--- config.mk ---
export PLATFORM = sky130hd
export DESIGN_NAME = pe_outcha_single_serializer
export DESIGN_NICKNAME = d
export VERILOG_FILES = /design/src/rtl/pe_outcha_single_serializer_pkg.sv /design/src/rtl/pe_outcha_single_serializer.sv
export SDC_FILE = /design/constraint.sdc
export NUM_CORES = 1
export LEC_CHECK = 0
export CORE_UTILIZATION = 45
export DETAILED_ROUTE_END_ITERATION = 8
export PLACE_DENSITY = 0.88
export SETUP_SLACK_MARGIN = 0.5
export SLEW_MARGIN = 20
export SYNTH_ARGS = -nofsm -noshare
export SYNTH_HDL_FRONTEND = slang
export SYNTH_SLANG_ARGS = --single-unit
--- constraint.sdc ---
create_clock -name clk -period 7.2 [get_ports clk]
set_clock_uncertainty 0.1 [all_clocks]
set_input_delay 0.72 -clock clk [delete_from_list [all_inputs] [get_ports clk]]
set_output_delay 0.72 -clock clk [all_outputs]
set_load 0.1 [all_outputs]
--- src/rtl/pe_outcha_single_serializer_pkg.sv ---
// Shared PE parameters: default word width and channel count for the PE
// datapath blocks, plus the serializer's two-state control encoding.
// No ports; imported by the PE blocks with import pe_outcha_single_serializer_pkg::*.
package pe_outcha_single_serializer_pkg;

  localparam int PE_DATA_WIDTH = 16;
  localparam int PE_IN_CHANNEL = 16;

  // IDLE: nothing held, o_valid low. BUSY: a vector is being emitted.
  typedef enum logic {
    ST_IDLE = 1'b0,
    ST_BUSY = 1'b1
  } ser_state_e;

endpackage

--- src/rtl/pe_outcha_single_serializer.sv ---
// Purpose: parallel vector -> serial channel words, channel 0 first.
// Latency: channel 0 valid one cycle after the vector is accepted; back-to-back vectors with no bubble.
// Backpressure: words hold stable while i_ready=0; o_ready only rises when idle or the last word leaves.
//
// Ports:
//   clk, rst              clock, async active-high reset
//   i_data/i_valid/o_ready parallel input vector handshake (channel k at bits [(k+1)*DW-1 : k*DW])
//   o_data/o_valid/o_last  serial output word, o_last marks channel IN_CHANNEL-1
//   i_ready                downstream accepts o_data
module pe_outcha_single_serializer
  import pe_outcha_single_serializer_pkg::*;
#(
  parameter int DATA_WIDTH = PE_DATA_WIDTH,
  parameter int IN_CHANNEL = PE_IN_CHANNEL
) (
  input  logic                             clk,
  input  logic                             rst,
  input  logic [DATA_WIDTH*IN_CHANNEL-1:0] i_data,
  input  logic                             i_valid,
  output logic                             o_ready,
  output logic [DATA_WIDTH-1:0]            o_data,
  output logic                             o_valid,
  output logic                             o_last,
  input  logic                             i_ready
);

  localparam int CNT_W = $clog2(IN_CHANNEL);
  localparam logic [CNT_W-1:0] LAST_CHA = CNT_W'(IN_CHANNEL - 1);

  ser_state_e            state_q;
  ser_state_e            state_d;
  logic [CNT_W-1:0]      cha_cnt;
  logic [DATA_WIDTH-1:0] sbuf [IN_CHANNEL];
  logic                  accept;
  logic                  xfer;

  // o_valid is the state flop itself, so it is registered and drops the
  // moment reset asserts. o_last is a pure decode of flops.
  assign o_valid = (state_q == ST_BUSY);
  assign o_last  = o_valid && (cha_cnt == LAST_CHA);
  assign o_data  = sbuf[0];

  // A new vector may only enter when the buffer is empty or its final word
  // is leaving this very cycle; this keeps back-to-back vectors gapless.
  assign o_ready = !rst && (!o_valid || (o_last && i_ready));

  assign accept = i_valid && o_ready;
  assign xfer   = o_valid && i_ready;

  always_ff @(posedge clk or posedge rst) begin
    if (rst) begin
      state_q <= ST_IDLE;
    end else begin
      state_q <= state_d;
    end
  end

  always_comb begin
    state_d = state_q;
    case (state_q)
      ST_IDLE: begin
        if (accept) begin
          state_d = ST_BUSY;
        end
      end
      ST_BUSY: begin
        // Stay busy when a fresh vector replaces the one finishing now.
        if (xfer && o_last && !accept) begin
          state_d = ST_IDLE;
        end
      end
      default: state_d = ST_IDLE;
    endcase
  end

  // Channel index of the word currently at the head of the shift buffer.
  always_ff @(posedge clk or posedge rst) begin
    if (rst) begin
      cha_cnt <= '0;
    end else if (accept) begin
      cha_cnt <= '0;
    end else if (xfer) begin
      cha_cnt <= (cha_cnt == LAST_CHA) ? '0 : cha_cnt + CNT_W'(1);
    end
  end

  // Data registers are intentionally not reset: o_data is only meaningful
  // while o_valid is high, and every vector fully reloads the buffer.
  always_ff @(posedge clk) begin
    if (accept) begin
      for (int k = 0; k < IN_CHANNEL; k++) begin
        sbuf[k] <= i_data[k*DATA_WIDTH +: DATA_WIDTH];
      end
    end else if (xfer) begin
      for (int k = 0; k < IN_CHANNEL - 1; k++) begin
        sbuf[k] <= sbuf[k+1];
      end
    end
  end

endmodule
Word level (Yosys, flattened, before mapping)
Memory sizes are Yosys's and may differ from the RTL's.
Cells that the tools add are included.
{"block": "totals", "elab_cells": 58, "ram_bits": 256, "output_inout_bits": 19, "mem_count": 1, "reg_bits": 5}
{"block": "classes", "n_mux": 25, "add_sub_neg": 1, "reduce_logical": 12, "n_bitwise": 16, "n_eq_ne": 1}
{"memory": "sbuf", "words": 16, "word_bits": 16, "rd": 16, "rd_ports_with_merged_regs": 0, "write_ports": 16, "line": "pe_outcha_single_serializer.sv:33", "rtl": "logic [DATA_WIDTH-1:0] sbuf [IN_CHANNEL];"}
{"cell": "2-to-1 mux 16 bit", "count": 15}
{"cell": "bitwise OR 1 bit", "count": 15}
{"cell": "2-to-1 mux 4 bit", "count": 3}
{"cell": "logical AND 1 bit", "count": 7}
{"cell": "2-to-1 mux 1 bit", "count": 6}
{"cell": "adder 4 x 1 -> 4 bit, second input constant", "count": 1}
{"cell": "equality test 4 bit, second input constant", "count": 1}
{"cell": "zero test 1 bit", "count": 3}
{"cell": "one-hot mux 1 bit (2 select lines)", "count": 1}
{"cell": "nonzero test 2 bit", "count": 1}
{"cell": "logical OR 1 bit", "count": 1}
{"cell": "inverter 1 bit", "count": 1}

Logic depth before layout (Yosys ltp)
Gate-level depths: netlist of run 1.
{"block": "depth", "depth_word": 10, "mapped_depth": 6, "mapped_depth_nobuf": 4}

Least setup slack after synthesis of run 1
Ideal clock, no wire load.
{"block": "synth_path", "kind": "reg2reg", "from": "register state_q (netlist: o_valid)", "to": "memory sbuf[0][0] in the netlist's numbering (enable)", "setup_ns": 0.600, "arrival_time_ns": 6.472, "slack_ns": 0.027, "path_stages_with_launch": 6, "required_time_ns": 6.500, "cell_sequence": "dfrtp_1 buf_2 a21oi_2 buf_4 buf_6 a21o_1"}
{"element": "start, declared", "line": "pe_outcha_single_serializer.sv:30", "rtl": "ser_state_e state_q;"}
{"element": "start signal, assigned", "line": "pe_outcha_single_serializer.sv:54", "rtl": "state_q <= state_d;"}
{"element": "end, declared", "line": "pe_outcha_single_serializer.sv:33"}

Final worst setup path of run 1
{"block": "layout_path", "from": "input port i_ready", "to": "output port o_ready"}
{"block": "layout_between", "elab_chain_cells": 3}
{"element": "start, declared", "line": "pe_outcha_single_serializer.sv:24", "rtl": "input logic i_ready"}
{"element": "logical AND 1 bit", "line": "pe_outcha_single_serializer.sv:45", "rtl": "assign o_ready = !rst && (!o_valid || (o_last && i_ready));"}
{"element": "logical OR 1 bit", "line": "pe_outcha_single_serializer.sv:45"}
{"element": "logical AND 1 bit", "line": "pe_outcha_single_serializer.sv:45"}
{"element": "end, declared", "line": "pe_outcha_single_serializer.sv:20", "rtl": "output logic o_ready,"}
Every way passes these cells.

==> impl_metrics.sql, run 1 <==
INSERT INTO impl_metrics (metric_group, metric, value, unit) VALUES
('routing', 'routedWlPerCell', '18.8', 'microns'),
('clock_tree', 'path_clk_slew', '0.05', 'ns'),
('timing', 'setup_viol', '0', ''),
('worst_setup_path', 'critical_path_s_top_delay_family', 'buffers and inverters', ''),
('die', 'placement_rows', '57', ''),
('timing', 'max_slew.worst_pin.slew', '1.09', 'ns'),
('pwr', 'pwr-share-seq', '49.1', '%'),
('timing', 'layout_min_cycle_time', '3.80', 'ns'),
('clock_tree', 'cts_tree', 'built', ''),
('flow_run', 'maxCapViolCount', '0', ''),
('worst_hold_path', 'worstHoldPathType', 'input pin to asynchronous set/reset pin', ''),
('cells_and_area', 'drive_above_1_share', '27.8', '%'),
('synth', 'post_synth_xor_area_fraction', '0', '%'),
('synth', 'largest_family_of_logic_cells_by_synthesized_area', 'multiplexers', ''),
('timing', 'fin_setup_tns', '0', 'ns'),
('clock_tree', 'cts_root_buf', 'clkbuf_16', ''),
('clock_tree', 'cts_num_sinks', '261', ''),
('timing', 'timing.final.max_slew_violations', '0', ''),
('place', 'portBuffers', '278', ''),
('grt', 'first_pass_grt_wire_length', '33700', 'microns'),
('grt', 'global_route.overflow_total', '0', ''),
('worst_setup_path', 'critical_register_to_register_path_endpoint', 'sbuf[5][8]', ''),
('timing', 'max_freq', '263', 'MHz'),
('pwr', 'power.density', '270', 'nW/um^2'),
('die', 'floorplan.initialDensity', '46.2', '%'),
('pwr', 'power.share.combinational', '16.9', '%'),
('timing', 'headroom_to_the_max_slew_limit', '27.3', '%'),
('worst_setup_path', 'end_kind', 'output port', ''),
('die', 'die_x', '160', 'microns'),
('clock_tree', 'cts_repair_resize_count', '0', ''),
('worst_setup_path', 'cp_data_arrival_time', '2.98', 'ns'),
('timing', 'timing.final.crit_share', '52.8', '%'),
('worst_setup_path', 'ff2ff_path_depth', '5', ''),
('synth', 'synth.distinct_cells', '23', ''),
('synth', 'synth.net_count', '818', ''),
('status', 'run_status', 'finished, final reports clean', ''),
('synth', 'yosys.area_share.adder', '0.111', '%'),
('worst_setup_path', 'crit_path_frequent_cell', 'clkdlybuf4s50_1', ''),
('cells_and_area', 'multiInputGateArea', '3250', 'sq um'),
('synth', 'yosys-mux-area-fraction', '27.3', '%'),
('grt', 'antenna_found_initial', '0', ''),
('synth', 'synthesis.area_per_instance', '20.3', 'sq um'),
('worst_setup_path', 'slowest_cell_on_the_critical_path', 'clkdlybuf4s50_1', ''),
('clock_tree', 'clock_insertion_delay_worst_skew', '0.53', 'ns'),
('place', 'dp.final_hpwl', '14800', 'microns'),
('cells_and_area', 'final_core_util', '62.1', '%'),
('pwr', 'peakVddDrop', '0.210', 'mV'),
('cells_and_area', 'ff_latch_area', '7810', 'sq um'),
('pwr', 'cellInternalPower', '0.00315', 'W'),
('place', 'finalWeightedCongestion', '0.774', ''),
('synth', 'synthesis.instances', '557', ''),
('worst_setup_path', 'critical_path_fanouts_max', '7', ''),
('worst_setup_path', 'reg2reg_slack', '3.88', 'ns'),
('routing', 'dr.pass1.iters', '4', ''),
('worst_setup_path', 'critical_path_start_type', 'input pin', ''),
('routing', 'antenna_violating_nets_post_route', '0', ''),
('clock_tree', 'cts-buffers-inserted', '27', ''),
('routing', 'remaining_drc_errors', '0', ''),
('worst_setup_path', 'crit-reg2reg-launch', 'cha_cnt[0]', ''),
('pwr', 'clkPwrFrac', '33.9', '%'),
('clock_tree', 'max-clock-path-buffers', '3', ''),
('pwr', 'switching_share', '23.0', '%'),
('grt', 'grt_start_max_net_pins', '125', ''),
('worst_setup_path', 'worst_ep_required_time', '6.38', 'ns'),
('timing', 'unrepaired_setup_endpoints_after_global_routing', 'false', ''),
('routing', 'num_vias', '5935', ''),
('synth', 'synthSimpleGateAreaFrac', '0.621', '%'),
('routing', 'drt-total-wl', '22300', 'microns'),
('grt', 'gr-usage-all-layers', '16.9', '%'),
('pwr', 'total_switching_power', '0.000942', 'W'),
('synth', 'sequential_to_total_area_share_from_yosys_stat', '69.2', '%');
==> sequential cells by signal, indices dropped and copies added (netlist names) <==
register / count
cha_cnt: 4
sbuf: 256
o_valid: 1
==> stage by stage <==
stage	instance area [sq um]	std cells	hold slack [ns]	setup slack [ns]	total power [W]
finish	15200	1184	0.338	3.40	0.00410
global route	15200	1184	0.354	3.35	0.00424
CTS	15200	1184	0.297	3.43	0.00414
detailed placement	14300	1137	0.413	3.23	0.00274
global placement	14300	1137	0.406	3.33	0.00271
floorplan	11300	557	0.392	2.11	0.00251
==> cell type report <==
class	count	area share, %
flip-flops and latches	261	51.4
multi-input cells	267	21.4
repair buffers	283	18.7
clock buffers	34	4.62
well taps	324	2.67
clock inverters	13	1.12
inverters	2	0.0494
==> cells by family (layout without fill, tap and decap cells) <==
| logic type | Yosys count | in the layout |
|---|---|---|
| fa+ha+maj | 1 | 1 |
| simple gates | 15 | 15 |
| flops | 261 | 261 |
| mux | 240 | 240 |
| compound gates | 11 | 11 |
| buf+inv | 29 | 332 |
==> layer usage <==
layer | global-route usage, % | wire [microns] | up-vias
met2 | 27.9 | 10500 | 273
li1 | - | - | 2770
met1 | 19.7 | 8600 | 2851
met3 | 7.26 | 2530 | 41
met5 | 0 | 0 | -
met4 | 6.10 | 687 | 0
==> Yosys cell counts <==
master / n / area share [%]
a21o_1: 1 / 0.067
a21oi_1: 4 / 0.18
a21oi_2: 1 / 0.078
buf_2: 10 / 0.44
buf_4: 1 / 0.067
buf_6: 16 / 1.6
dfrtp_1: 5 / 1.1
edfxtp_1: 256 / 68
ha_1: 1 / 0.11
inv_1: 2 / 0.067
mux2_1: 45 / 4.5
mux2_2: 95 / 9.5
mux2_4: 100 / 13
nand2_1: 6 / 0.20
nand2b_1: 1 / 0.055
nand3_1: 5 / 0.22
nand4_1: 1 / 0.055
nor2_1: 1 / 0.033
o211ai_1: 1 / 0.067
o21ai_0: 2 / 0.089
o21bai_2: 1 / 0.10
o22ai_1: 1 / 0.055
or3_1: 1 / 0.055
==> worst max path at each step <==
stage,start,endpoint,cells after the start
after floorplan,o_valid,sbuf[0][0],5
after global placement,i_ready,sbuf[2][7],5
after detailed placement,i_ready,sbuf[1][3],5
after CTS,i_ready,o_ready,4
after global routing,i_ready,o_ready,4
final,i_ready,o_ready,4
==> power groups by stage <==
stage                     combinational (W)  clock (W)  sequential (W)
after global routing               0.000737    0.00148         0.00203
after detailed placement           0.000696          0         0.00204
after global placement             0.000678          0         0.00203
after floorplan                    0.000380          0         0.00213
final                              0.000694    0.00139         0.00201
after CTS                          0.000701    0.00143         0.00201
==> placed cells by master (no fill, tap or decap) <==
| cell type | n |
|---|---|
| nand2b_1 | 1 |
| mux2_4 | 100 |
| mux2_1 | 45 |
| inv_6 | 2 |
| or3_1 | 1 |
| nor2_1 | 1 |
| a21oi_1 | 4 |
| inv_1 | 2 |
| clkinv_2 | 2 |
| edfxtp_1 | 256 |
| a21oi_4 | 1 |
| o211ai_1 | 1 |
| nand4_1 | 1 |
| o21ai_0 | 2 |
| nand2_1 | 6 |
| ha_1 | 1 |
| clkinv_1 | 4 |
| o21bai_4 | 1 |
| buf_4 | 3 |
| a21o_4 | 1 |
| mux2_2 | 95 |
| buf_12 | 2 |
| clkbuf_1 | 7 |
| clkdlybuf4s50_1 | 278 |
| o22ai_1 | 1 |
| bufinv_16 | 4 |
| nand3_1 | 5 |
| clkinvlp_4 | 1 |
| dfrtp_1 | 5 |
| clkbuf_16 | 27 |
No activity file was read; power rests on OpenSTA's default activity.
==> run 2: changes to the inputs <==
clock period = 3.1 ns   (was 7.2 ns; I/O delays follow)
==> impl_metrics.sql, run 2 (same netlist as run 1, synthesis figures left out) <==
INSERT INTO impl_metrics (metric_group, metric, value, unit) VALUES
('place', 'dp.final_hpwl', '15800', 'microns'),
('timing', 'final_hold_viol_count', '0', ''),
('worst_setup_path', 'critical_path_start_type', 'flop', ''),
('clock_tree', 'cts_num_sinks', '261', ''),
('timing', 'hold_slack', '0.222', 'ns'),
('worst_setup_path', 'end_kind', 'flop', ''),
('clock_tree', 'clock_insertion_delay_worst_skew', '0.54', 'ns'),
('die', 'chipHeight', '160', 'microns'),
('timing', 'timing.final.crit_share', '78.6', '%'),
('routing', 'drt-total-wl', '22900', 'microns'),
('routing', 'routedWlPerCell', '18.9', 'microns'),
('worst_setup_path', 'path_class', 'flop to flop', ''),
('grt', 'antenna_found_initial', '0', ''),
('grt', 'grt_start_max_net_pins', '100', ''),
('timing', 'headroom_to_the_max_slew_limit', '34.6', '%'),
('cells_and_area', 'registers.top_by_ff_count', 'sbuf', ''),
('die', 'core_region_area', '24500', 'sq um'),
('clock_tree', 'path_clk_slew', '0.06', 'ns'),
('timing', 'unrepaired_setup_endpoints_after_global_routing', 'false', ''),
('clock_tree', 'cts.htree.levels', '1', ''),
('cells_and_area', 'design.final.nets', '1124', ''),
('place', 'finalWeightedCongestion', '0.768', ''),
('flow_run', 'maxCapViolCount', '0', ''),
('clock_tree', 'max-clock-path-buffers', '3', ''),
('timing', 'setup_viol', '0', ''),
('routing', 'post_drt_via_cell_ratio', '5.00', ''),
('cells_and_area', 'largest_register_ffs', '256', ''),
('timing', 'timing.final.max_slew_violations', '0', ''),
('timing', 'minimum_setup_slack_in_the_final_design', '0.665', 'ns'),
('timing', 'max_freq', '411', 'MHz'),
('pwr', 'switching_share', '23.1', '%'),
('cells_and_area', 'final.fill_count', '1679', ''),
('place', 'portBuffers', '278', ''),
('pwr', 'cellInternalPower', '0.00758', 'W'),
('clock_tree', 'cts_tree', 'built', ''),
('die', 'io_pins', '279', ''),
('die', 'placement_rows', '57', ''),
('grt', 'first_pass_grt_wire_length', '34800', 'microns'),
('pwr', 'peakVddDrop', '0.548', 'mV'),
('pwr', 'power.share.combinational', '17.1', '%'),
('cells_and_area', 'synthToLayoutAreaGrowth', '37.6', '%'),
('pwr', 'post-layout-total-power', '0.00985', 'W'),
('routing', 'antenna_violating_nets_post_route', '0', ''),
('clock_tree', 'cts_root_buf', 'clkbuf_16', ''),
('cells_and_area', 'multiInputGateArea', '3250', 'sq um'),
('worst_hold_path', 'worstHoldPathType', 'input pin to flop', ''),
('cells_and_area', 'final_cell_mix', 'clkdlybuf4s50_1 (270), edfxtp_1 (256), mux2_4 (100)', ''),
('pwr', 'total_switching_power', '0.00227', 'W'),
('worst_setup_path', 'cp_data_arrival_time', '2.62', 'ns'),
('worst_setup_path', 'critical_path_fanouts_max', '15', ''),
('cells_and_area', 'ff_latch_area', '7820', 'sq um'),
('routing', 'remaining_drc_errors', '0', ''),
('status', 'run_status', 'finished, final reports clean', ''),
('routing', 'dr.pass1.iters', '5', ''),
('grt', 'grt_pass1_vias', '6563', ''),
('pwr', 'clkPwrFrac', '35.5', '%'),
('place', 'preCtsSetupSlack', '0.422', 'ns'),
('cells_and_area', 'layout.cells.most_common', 'clkdlybuf4s50_1', ''),
('die', 'die_x', '160', 'microns'),
('pwr', 'static-leakage-power', '5.72', 'nW'),
('die', 'floorplan.initialDensity', '46.2', '%'),
('grt', 'global_route.overflow_total', '0', ''),
('timing', 'layout_min_cycle_time', '2.44', 'ns'),
('worst_setup_path', 'worst_ep_required_time', '3.28', 'ns'),
('pwr', 'pwr-share-seq', '47.4', '%'),
('timing', 'max_slew.worst_pin.slew', '0.977', 'ns'),
('cells_and_area', 'drive_above_1_share', '30.8', '%'),
('cells_and_area', 'antenna_cells', '0', ''),
('pwr', 'power.density', '634', 'nW/um^2'),
('routing', 'num_vias', '6055', ''),
('die', 'die_area', '25700', 'sq um'),
('timing', 'fin_setup_tns', '0', 'ns'),
('clock_tree', 'cts-buffers-inserted', '29', ''),
('routing', 'number_of_drc_markers_after_the_initial_detailed_route_iteration', '316', ''),
('grt', 'gr-usage-all-layers', '17.6', '%');
-- run 2: cell count changes in the layout (fill, tap and decap cells not counted), sizes merged --
cell           previous run  this run
buf                       5        31
clkdlybuf4s50           278       270
clkinv                    6         9
clkbuf                   34        36
clkinvlp                  1         3
bufinv                    4         5
dlygate4sd3               0         1
inv                       4         3
-- run 2: repair_timing --
item,in CTS,in global routing
resized for setup,0,0
hold buffers,1,0
endpoints found under the hold margin,5,0
setup buffers,0,0
-- run 2: final timing paths --
path	start	to	slack [ns]	depth (start not counted)
max	cha_cnt[0]	sbuf[7][13]	0.66	5
min	i_data[240]	sbuf[15][0]	0.22	1
max reg2reg	cha_cnt[0]	sbuf[7][13]	0.66	5
min reg2reg	sbuf[12][4]	sbuf[11][4]	0.43	1
max in group asynchronous	rst	o_valid	2.24	3
min in group asynchronous	rst	cha_cnt[3]	0.47	3
-- run 2: power by group through the flow --
stage	combinational (W)	sequential (W)	clock, W
after floorplan	0.000889	0.00492	0
after global placement	0.00165	0.00471	0
after detailed placement	0.00170	0.00474	0
after CTS	0.00171	0.00468	0.00358
after global routing	0.00179	0.00471	0.00371
final	0.00169	0.00467	0.00349
-- run 2: layout make-up --
cell class              instances  share of cell area [%]
flip-flops and latches        261                    50.3
clock buffers                  36                    4.84
repair buffers                302                    19.8
multi-input cells             267                    20.9
well taps                     324                    2.61
clock inverters                18                    1.43
inverters                       2                  0.0483
-- run 2: layer usage --
| metal | wire length [microns] | share of wire [%] | global-route usage (%) | vias to the layer above |
|---|---|---|---|---|
| met5 | 0 | 0 | 0 | - |
| met4 | 694 | 3.0 | 5.63 | 0 |
| met3 | 2430 | 11 | 7.33 | 42 |
| met2 | 10900 | 48 | 30.2 | 270 |
| met1 | 8800 | 38 | 19.9 | 2927 |
| li1 | - | - | - | 2816 |
-- run 2: worst max-delay path: stages (launching register included) --
cell and delay, ns:
dfrtp_1 0.42, ha_1 0.25, nand3_1 0.20, o21bai_4 0.50
buf_4 0.34, mux2_2 0.37
-- run 2: metrics by stage --
| stage | utilization [%] | cells | cell area (sq um) |
|---|---|---|---|
| global placement | 59.5 | 1155 | 14600 |
| floorplan | - | 557 | 11300 |
| CTS | 63.5 | 1210 | 15500 |
| finish | 63.5 | 1210 | 15500 |
| detailed placement | 59.5 | 1155 | 14600 |
| global route | 63.5 | 1210 | 15500 |
==> run 3: changes to the inputs <==
clock period = 2.2 ns   (was 3.1 ns; I/O delays follow)
==> impl_metrics.sql, run 3 (same netlist as run 1, synthesis figures left out) <==
INSERT INTO impl_metrics (metric_group, metric, value, unit) VALUES
('clock_tree', 'cts_root_buf', 'clkbuf_16', ''),
('timing', 'unrepaired_setup_endpoints_after_global_routing', 'true', ''),
('timing', 'timing.final.crit_share', '103', '%'),
('clock_tree', 'max-clock-path-buffers', '3', ''),
('timing', 'final_hold_viol_count', '0', ''),
('routing', 'routedWlPerCell', '24.1', 'microns'),
('clock_tree', 'clock_insertion_delay_worst_skew', '0.55', 'ns'),
('timing', 'max_freq', '440', 'MHz'),
('routing', 'drt-total-wl', '31100', 'microns'),
('timing', 'layout_min_cycle_time', '2.27', 'ns'),
('grt', 'antenna_found_initial', '1', ''),
('flow_run', 'maxCapViolCount', '0', ''),
('pwr', 'peakVddDrop', '0.768', 'mV'),
('clock_tree', 'path_clk_slew', '0.06', 'ns'),
('timing', 'timing.final.max_slew_violations', '0', ''),
('cells_and_area', 'layout.cells.most_common', 'clkdlybuf4s50_1', ''),
('pwr', 'post-layout-total-power', '0.0145', 'W'),
('pwr', 'pwr-share-seq', '45.7', '%'),
('grt', 'globalRouteMet3Util', '6.92', '%'),
('worst_setup_path', 'path_class', 'flop to flop', ''),
('timing', 'headroom_to_the_max_slew_limit', '79.7', '%'),
('place', 'portBuffers', '278', ''),
('pwr', 'power.density', '840', 'nW/um^2'),
('routing', 'num_vias', '6678', ''),
('worst_setup_path', 'critical_path_start_type', 'flop', ''),
('cells_and_area', 'ff_latch_area', '7820', 'sq um'),
('grt', 'global_route.overflow_total', '0', ''),
('clock_tree', 'cts_num_sinks', '261', ''),
('cells_and_area', 'drive_above_1_share', '41.9', '%'),
('clock_tree', 'cts_tree', 'built', ''),
('pwr', 'clkPwrFrac', '31.7', '%'),
('grt', 'first_pass_grt_wire_length', '41600', 'microns'),
('worst_setup_path', 'end_kind', 'flop', ''),
('cells_and_area', 'registers.top_by_ff_count', 'sbuf', ''),
('routing', 'dr.pass1.iters', '4', ''),
('routing', 'remaining_drc_errors', '0', ''),
('die', 'die_x', '160', 'microns'),
('cells_and_area', 'multiInputGateArea', '3530', 'sq um'),
('cells_and_area', 'antenna_cells', '0', ''),
('worst_setup_path', 'critical_path_fanouts_max', '23', ''),
('cells_and_area', 'final.fill_count', '1407', ''),
('cells_and_area', 'largest_register_ffs', '256', ''),
('grt', 'use_met2', '39.9', '%'),
('grt', 'gr-usage-all-layers', '21.6', '%'),
('die', 'placement_rows', '57', ''),
('timing', 'minimum_setup_slack_in_the_final_design', '-0.0739', 'ns'),
('die', 'core_region_area', '24500', 'sq um'),
('pwr', 'power.share.combinational', '22.6', '%'),
('die', 'die_area', '25700', 'sq um'),
('cells_and_area', 'final_cell_mix', 'clkdlybuf4s50_1 (259), edfxtp_1 (256), mux2_4 (165)', ''),
('worst_setup_path', 'worst_ep_required_time', '2.35', 'ns'),
('pwr', 'static-leakage-power', '6.65', 'nW'),
('pwr', 'total_switching_power', '0.00354', 'W'),
('grt', 'grt_start_max_net_pins', '25', ''),
('place', 'dp.final_hpwl', '17600', 'microns'),
('routing', 'number_of_drc_markers_after_the_initial_detailed_route_iteration', '389', ''),
('place', 'finalWeightedCongestion', '0.802', ''),
('clock_tree', 'cts.htree.levels', '1', ''),
('worst_hold_path', 'worstHoldPathType', 'input pin to flop', ''),
('timing', 'fin_setup_tns', '-9.79', 'ns'),
('pwr', 'switching_share', '24.4', '%'),
('grt', 'grt_pass1_vias', '7113', ''),
('pwr', 'cellInternalPower', '0.0110', 'W'),
('timing', 'setup_viol', '274', ''),
('routing', 'antenna_violating_nets_post_route', '0', ''),
('grt', 'gr-max-usage-layer', 'met2', ''),
('cells_and_area', 'synthToLayoutAreaGrowth', '53.0', '%'),
('clock_tree', 'cts-buffers-inserted', '28', ''),
('worst_setup_path', 'cp_data_arrival_time', '2.42', 'ns'),
('cells_and_area', 'design.final.nets', '1209', ''),
('routing', 'post_drt_via_cell_ratio', '5.18', ''),
('status', 'violated_checks', 'negative setup slack', ''),
('die', 'floorplan.initialDensity', '46.2', '%'),
('die', 'chipHeight', '160', 'microns'),
('timing', 'max_slew.worst_pin.slew', '0.305', 'ns'),
('grt', 'grt.met1_usage', '23.5', '%'),
('die', 'io_pins', '279', ''),
('status', 'run_status', 'complete, but fails checks', '');
## run 3: cell types whose count changed in the layout (fill, tap and decap cells not counted), moves of 11 or more
cell	before	now
buf_12	11	25
buf_16	0	14
buf_4	20	46
buf_8	0	14
clkbuf_16	29	45
clkdlybuf4s50_1	270	259
mux2_1	45	6
mux2_2	95	69
mux2_4	100	165
## run 3: power by group through the flow
stage,sequential [W],clock [W],combinational [W]
final,0.00664,0.00460,0.00328
after global routing,0.00668,0.00482,0.00342
after CTS,0.00661,0.00461,0.00284
after detailed placement,0.00670,0,0.00252
after global placement,0.00666,0,0.00244
after floorplan,0.00694,0,0.00128
## run 3: critical path, stage by stage (launching register included)
cell and delay, ns:
dfrtp_1 0.42, ha_4 0.19, nand4_1 0.20, a21oi_4 0.33, buf_6 0.14, a21o_4 0.19, buf_12 0.20, buf_16 0.19
## run 3: path summary, 6_finish.rpt
check / from / to / slack, ns / depth (start not counted)
max in group asynchronous: rst / o_valid / 1.26 / 4
max: cha_cnt[0] / sbuf[14][15] / -0.07 / 7
max reg2reg: cha_cnt[0] / sbuf[14][15] / -0.07 / 7
min reg2reg: sbuf[5][10] / sbuf[4][10] / 0.44 / 1
min in group asynchronous: rst / o_valid / 0.52 / 4
min: i_data[242] / sbuf[15][2] / 0.13 / 1
## run 3: per-stage QoR
stage	instances	hold slack (ns)	setup WS, ns	util [%]	area (sq um)
floorplan	557	-0.101	-1.21	-	11400
global placement	1177	0.407	-0.0279	60.8	14900
detailed placement	1177	0.413	-0.0519	60.8	14900
CTS	1252	0.108	0.0489	67.1	16400
global route	1289	0.108	-0.120	70.6	17300
finish	1289	0.130	-0.0739	70.6	17300
## run 3: cell type report
type | instances | share of cell area, %
clock buffer | 35 | 4.21
inverter | 2 | 0.0434
multi-input combinational | 267 | 20.4
clock inverter | 12 | 0.840
sequential | 261 | 45.2
timing repair buffer | 388 | 26.9
tap | 324 | 2.35
## run 3: per-layer routing
layer  share of wire, %  wire length (microns)
met5              0.042                     13
met3                8.7                   2700
met2                 53                  16600
met4                1.8                    558
met1                 36                  11200
## run 3: what timing repair did
| action | in CTS | in global routing |
|---|---|---|
| gates resized for setup | 48 | 68 |
| pin swaps | 4 | 2 |
| endpoints found under the setup margin | 502 | 502 |
| hold buffers | 1 | 0 |
| hold endpoints to repair | 5 | 0 |
| setup buffers | 18 | 17 |
| gates cloned | 9 | 20 |
